### src/rtl/riscv_pipe_pkg.sv
// Shared definitions for the pipelined RISC-V core's inter-stage registers:
// bundle widths, NOP/bubble constants used as reset values, and the slot
// control struct used by pipe_stage_reg / pipe_slot.
package riscv_pipe_pkg;

  localparam int XLEN    = 32;

  // Stage bundle widths (pc + instr, decoded operands, alu result, writeback)
  localparam int IFID_W  = 2 * XLEN;
  localparam int IDEX_W  = 4 * XLEN;
  localparam int EXMEM_W = 3 * XLEN;
  localparam int MEMWB_W = 2 * XLEN;

  // addi x0, x0, 0 : canonical RISC-V NOP, used as the bubble instruction
  localparam logic [XLEN-1:0] NOP_INSTR = 32'h0000_0013;

  // Bubble bundles used as RESET_VAL per stage (instr field in the low word)
  localparam logic [IFID_W-1:0]  IFID_NOP  = {{(IFID_W-XLEN){1'b0}},  NOP_INSTR};
  localparam logic [IDEX_W-1:0]  IDEX_NOP  = {{(IDEX_W-XLEN){1'b0}},  NOP_INSTR};
  localparam logic [EXMEM_W-1:0] EXMEM_NOP = {{(EXMEM_W-XLEN){1'b0}}, NOP_INSTR};
  localparam logic [MEMWB_W-1:0] MEMWB_NOP = {{(MEMWB_W-XLEN){1'b0}}, NOP_INSTR};

  // Per-slot control: clear wins over load inside the slot
  typedef struct packed {
    logic load;
    logic clear;
  } slot_ctrl_t;

endpackage

### src/rtl/pipe_slot.sv
// One storage slot of a pipeline stage: WIDTH-bit data register plus valid
// bit. clear drops the valid bit and leaves the data untouched; load captures
// data_i and sets valid. Async reset puts data at RESET_VAL and valid at 0.
module pipe_slot
  import riscv_pipe_pkg::*;
#(
  parameter int               WIDTH     = 32,
  parameter logic [WIDTH-1:0] RESET_VAL = {WIDTH{1'b0}}
) (
  input  logic             clk,
  input  logic             rst_n,
  input  slot_ctrl_t       ctrl_i,
  input  logic [WIDTH-1:0] data_i,
  output logic             valid_o,
  output logic [WIDTH-1:0] data_o
);

  logic             valid_q, valid_d;
  logic [WIDTH-1:0] data_q,  data_d;

  // Next-state: clear has priority, data only changes on load
  always_comb begin
    valid_d = valid_q;
    data_d  = data_q;
    if (ctrl_i.clear) begin
      valid_d = 1'b0;
    end else if (ctrl_i.load) begin
      valid_d = 1'b1;
      data_d  = data_i;
    end else begin
      valid_d = valid_q;
    end
  end

  // Slot state registers with async reset to the bubble value
  always_ff @(posedge clk or negedge rst_n) begin
    if (!rst_n) begin
      valid_q <= 1'b0;
      data_q  <= RESET_VAL;
    end else begin
      valid_q <= valid_d;
      data_q  <= data_d;
    end
  end

  assign valid_o = valid_q;
  assign data_o  = data_q;

endmodule

### src/rtl/pipe_stage_reg.sv
// Pipeline stage register with valid/ready handshake and flush.
// Build option: define PIPE_STAGE_SKID_EN for a 2-slot skid buffer with
// in_ready taken straight from a register (no out_ready->in_ready path);
// leave it undefined for a single slot with combinational in_ready.
// Flush clears every valid bit, discards a same-cycle in-accept and leaves
// the data registers alone.
module pipe_stage_reg
  import riscv_pipe_pkg::*;
#(
  parameter int               WIDTH     = 32,
  parameter logic [WIDTH-1:0] RESET_VAL = {WIDTH{1'b0}}
) (
  input  logic             clk,
  input  logic             rst_n,
  input  logic             flush,
  input  logic             in_valid,
  output logic             in_ready,
  input  logic [WIDTH-1:0] in_data,
  output logic             out_valid,
  input  logic             out_ready,
  output logic [WIDTH-1:0] out_data
);

  logic             in_acc_s;
  logic             out_acc_s;
  logic             m_valid_s;
  logic [WIDTH-1:0] m_data_s;
  logic [WIDTH-1:0] m_din_s;
  slot_ctrl_t       m_ctrl_s;

  assign out_acc_s = m_valid_s && out_ready;
  assign in_acc_s  = in_valid && in_ready && !flush;

`ifdef PIPE_STAGE_SKID_EN
  logic             s_valid_s;
  logic [WIDTH-1:0] s_data_s;
  slot_ctrl_t       s_ctrl_s;

  assign in_ready = !s_valid_s;

  // Steering: fill M when empty/draining, park in S when M is stalled,
  // refill M from S as soon as M drains
  always_comb begin
    m_ctrl_s.load  = 1'b0;
    m_ctrl_s.clear = 1'b0;
    s_ctrl_s.load  = 1'b0;
    s_ctrl_s.clear = 1'b0;
    m_din_s        = in_data;
    if (flush) begin
      m_ctrl_s.clear = 1'b1;
      s_ctrl_s.clear = 1'b1;
    end else if (out_acc_s) begin
      if (s_valid_s) begin
        m_ctrl_s.load  = 1'b1;
        m_din_s        = s_data_s;
        s_ctrl_s.clear = 1'b1;
      end else if (in_acc_s) begin
        m_ctrl_s.load  = 1'b1;
      end else begin
        m_ctrl_s.clear = 1'b1;
      end
    end else if (in_acc_s) begin
      if (m_valid_s) begin
        s_ctrl_s.load = 1'b1;
      end else begin
        m_ctrl_s.load = 1'b1;
      end
    end else begin
      m_din_s = in_data;
    end
  end

  pipe_slot #(
    .WIDTH     (WIDTH),
    .RESET_VAL (RESET_VAL)
  ) u_slot_s (
    .clk     (clk),
    .rst_n   (rst_n),
    .ctrl_i  (s_ctrl_s),
    .data_i  (in_data),
    .valid_o (s_valid_s),
    .data_o  (s_data_s)
  );
`else
  assign in_ready = !m_valid_s || out_ready;

  // Steering: single slot, load on in-accept, clear on drain-only
  always_comb begin
    m_ctrl_s.load  = 1'b0;
    m_ctrl_s.clear = 1'b0;
    m_din_s        = in_data;
    if (flush) begin
      m_ctrl_s.clear = 1'b1;
    end else if (in_acc_s) begin
      m_ctrl_s.load  = 1'b1;
    end else if (out_acc_s) begin
      m_ctrl_s.clear = 1'b1;
    end else begin
      m_ctrl_s.load  = 1'b0;
    end
  end
`endif

  pipe_slot #(
    .WIDTH     (WIDTH),
    .RESET_VAL (RESET_VAL)
  ) u_slot_m (
    .clk     (clk),
    .rst_n   (rst_n),
    .ctrl_i  (m_ctrl_s),
    .data_i  (m_din_s),
    .valid_o (m_valid_s),
    .data_o  (m_data_s)
  );

  assign out_valid = m_valid_s;
  assign out_data  = m_data_s;

endmodule
### config.mk
export PLATFORM = sky130hd
export DESIGN_NAME = pipe_stage_reg
export DESIGN_NICKNAME = d
export VERILOG_FILES = /design/src/rtl/riscv_pipe_pkg.sv /design/src/rtl/pipe_slot.sv /design/src/rtl/pipe_stage_reg.sv
export SDC_FILE = /design/constraint.sdc
export NUM_CORES = 1
export LEC_CHECK = 0
export ABC_CLOCK_PERIOD_IN_PS = 4200
export CORE_ASPECT_RATIO = 1.75
export CORE_MARGIN = 4
export CORE_UTILIZATION = 43
export CTS_CLUSTER_DIAMETER = 40
export DETAILED_ROUTE_END_ITERATION = 6
export HOLD_SLACK_MARGIN = 0.15
export PLACE_DENSITY = 0.92
export RECOVER_POWER = 50
export SYNTH_ARGS = -nofsm -noshare
export SYNTH_HDL_FRONTEND = slang
export SYNTH_HIERARCHICAL = 1
export SYNTH_SLANG_ARGS = --single-unit
export TNS_END_PERCENT = 20
### constraint.sdc
create_clock -name clk -period 4.2 [get_ports clk]
set_input_delay 0.84 -clock clk [delete_from_list [all_inputs] [get_ports clk]]
set_output_delay 0.84 -clock clk [all_outputs]
set_load 0.005 [all_outputs]
==> impl_summary.txt <==
----------------------------------------------------
[GRT]
  Vias in the first global route ... 1,073
  Overall fraction of global-route tracks in use ... 0.171
  Pin count of the biggest net entering global routing ... 34
  Remaining global-route overflow ... 0
  Initial antenna violation count ... 0
  Global-route wire length before repair ... 5310 um

[Floorplanning]
  Starting utilization of the core area ... 0.449
  CORE AREA ... 3180 um2
  Width of the die ... 51.5 um
  Top Ports ... 71
  Floorplan die height ... 84.2 um
  Site row count ... 27
  Area of the die ... 4340 um2

[Synth]
  Proportion of synthesized chip area in sequential cells ... 0.579
  Total nets after synthesis ... 113
  Number of enable-type register cells in the synthesized netlist ... 0
  Post-synthesis async set-or-reset flop share ... 1.00
  Most used DFF post-synth ... sky130_fd_sc_hd__dfrtp_1
  Top-count cell post-synth ... sky130_fd_sc_hd__dfrtp_1
  Yosys reg bits ... 33
  Count of cell types in the netlist ... 11
  Cell type with the largest total area after synthesis ... sky130_fd_sc_hd__dfrtp_1
  Dominant combinational cell family by area after synthesis ... multiplexers
  Share of the synthesized area in the top cell type ... 0.579
  Mux share of post-synthesis cell area ... 0.332
  XOR/XNOR Fraction of Synth Area ... 0
  Simple-gate share of the synthesized area ... 0.0334
  Area of the mapped netlist ... 1430 um2
  Mapped Cells ... 76
  Area fraction in compound gates after synthesis ... 0.00527
  Synthesized-area fraction occupied by adder cells ... 0
  Synthesized area divided by synthesized cell count ... 18.8 um2
  Top cells by count, synth ... sky130_fd_sc_hd__dfrtp_1, sky130_fd_sc_hd__mux2_4, sky130_fd_sc_hd__buf_12, sky130_fd_sc_hd__mux2_2, sky130_fd_sc_hd__nor2_1
  Number of synthesis warnings ... 6
  Dominant cells by area after synthesis ... sky130_fd_sc_hd__dfrtp_1, sky130_fd_sc_hd__mux2_4, sky130_fd_sc_hd__buf_12

[STA]
  Final hold violation count ... 0
  Slew at the pin closest to its max-slew limit ... 1.74 ns
  Final worst path period need ... 2.86 ns
  Final worst path period share ... 0.681
  RSZ-0062 raised after global routing ... no
  Post-route clock skew ... 0.00218 ns
  Slew Limit Headroom ... -0.157
  Final Max Tran Viols ... 34
  Peak clock frequency supported by timing ... 350 MHz
  Final setup violation count ... 0
  Total Negative Setup Slacks ... 0 ns

[Detailed routing]
  Vias after detailed routing ... 918
  Avg Vias per Cell ... 4.73
  Wire length reported by the detailed router ... 3380 um
  DRT iter0 DRCs ... 6
  DRT Pass-1 Iters ... 5
  Routed wire length per instance ... 17.4 um
  Antenna Nets Post-Route ... 0
  Remaining design rule violation count ... 0

[Worst setup path]
  Type of the worst setup path ... in2out
  Kind of capture point of the worst setup path ... output pin
  Crit path buffers/inverters ... 2
  Critical-path cell with the highest stage delay ... sky130_fd_sc_hd__dlygate4sd3_1
  CP cell instances ... dlygate4sd3_1 > nand2b_4 > clkdlybuf4s50_1
  Startpoint kind of the worst setup timing path ... input port
  Data required time of the critical path ... 3.36 ns
  CP max FO ... 2
  Crit-path max cell delay ... 0.55 ns
  Top delay family on crit path ... buffers and inverters
  Data arrival at the endpoint of the critical path ... 2.02 ns

[Clock tree]
  Maximum root-to-sink buffer count ... 2
  Clock Sink Count ... 33
  Hold buffers post-CTS ... 0
  CTS-repair resized insts ... 0
  Number of clock buffers inserted by TritonCTS ... 5
  CTS tree ... built
  Buffer cell driving the clock tree root ... sky130_fd_sc_hd__clkbuf_8
  Source-to-sink clock delay at the later pin of the worst-skew pair ... 0.28 ns
  Number of levels in the clock H-tree ... 2
  Post-CTS setup-driven buffer insertion count ... 0
  Clock-pin slew reported for the worst setup and hold paths after clock tree synthesis ... 0.06 ns

[Placement]
  Number of port buffers ... 70
  Global placement routability congestion ... 0.724
  Half-perimeter wire length of the detailed placement result ... 2530 um
  Inst Count DP ... 187

[Min path]
  Min-Delay Path Class ... reg2reg

[Layout]
  Number of nets in the layout ... 188
  Relative area change from synthesis to final layout ... 54.8%
  Number of standard cells in the final layout excluding fillers ... 194
  Share of post-route cells with drive strength above 1 ... 0.272
  Diode count ... 0

[Pwr]
  Peak supply drop ... 0.278 mV
  Power density relative to cell area ... 436 nW/um2
  Leakage component of the power ... 0.968 nW

[Outcome]
  Violated checks ... capacitance limit, slew limit
  Status ... finished, violations left

[Job]
  Max-capacitance violation count ... 1

----------------------------------------------------
-- cell families (layout without fill, tap and decap cells) --
logic type | count (synthesis) | after routing
mux | 32 | 32
buf+inv | 4 | 79
simple gates | 6 | 6
compound gates | 1 | 1
flops | 33 | 33
-- cell usage in the layout (no fill, tap or decap) --
master,count
sky130_fd_sc_hd__clkdlybuf4s50_1,52
sky130_fd_sc_hd__nor2b_4,1
sky130_fd_sc_hd__buf_4,1
sky130_fd_sc_hd__mux2_2,2
sky130_fd_sc_hd__dfrtp_1,33
sky130_fd_sc_hd__o21bai_1,1
sky130_fd_sc_hd__nand2_1,1
sky130_fd_sc_hd__clkbuf_8,6
sky130_fd_sc_hd__clkbuf_1,2
sky130_fd_sc_hd__nand2b_4,1
sky130_fd_sc_hd__nor2_1,2
sky130_fd_sc_hd__and3b_1,1
sky130_fd_sc_hd__dlygate4sd3_1,18
sky130_fd_sc_hd__mux2_4,30
-- metal layers --
layer  global-route usage  vias to the layer above  part of all wire
met2                0.277                       57              0.53
met3               0.0782                       11             0.090
met1                0.178                      439              0.34
li1                     -                      411                 -
met5                    0                        -                 0
met4               0.0955                        0             0.034
-- cell type report --
class / instances / area, um2
clock buffers: 7 / 86.3
repair buffers: 72 / 712
well taps: 43 / 53.8
fillers: 244 / 970
flip-flops and latches: 33 / 826
multi-input cells: 39 / 528
-- sequential cells by signal (all words and copies together) (netlist names) --
| register | flops |
|---|---|
| u_slot_m/data_o | 32 |
| u_slot_m/valid_o | 1 |
-- final timing paths --
| check | from | to | slack, ns | cells past startpoint |
|---|---|---|---|---|
| min | u_slot_m/data_o[12] | u_slot_m/data_o[12] | 0.50 | 1 |
| min reg2reg | u_slot_m/data_o[12] | u_slot_m/data_o[12] | 0.50 | 1 |
| max reg2reg | u_slot_m/valid_o | u_slot_m/data_o[28] | 2.11 | 5 |
| max in group asynchronous | rst_n | u_slot_m/data_o[14] | 1.65 | 2 |
| min in group asynchronous | rst_n | u_slot_m/data_o[28] | 1.55 | 2 |
| max | out_ready | in_ready | 1.34 | 3 |
-- report_power, final --
part           internal (W)  switching (W)  leakage [nW]  total (W)
clock              0.000130       0.000106        0.0443   0.000235
combinational      0.000219      0.0000767         0.531   0.000296
sequential         0.000387      0.0000424         0.392   0.000429
total              0.000736       0.000225         0.968   0.000961
-- metrics by stage --
stage	instance area, um2	total power [W]	setup slack, ns	hold slack [ns]	util
floorplan	1430	0.000547	2.25	0.505	-
CTS	2210	0.000991	1.40	0.514	0.696
detailed placement	2120	0.000747	1.19	0.493	0.669
finish	2210	0.000961	1.34	0.501	0.695
global route	2210	0.00101	1.31	0.530	0.695
global placement	2120	0.000736	1.28	0.494	0.669
Note: power is estimated with default switching activity, not from simulation.
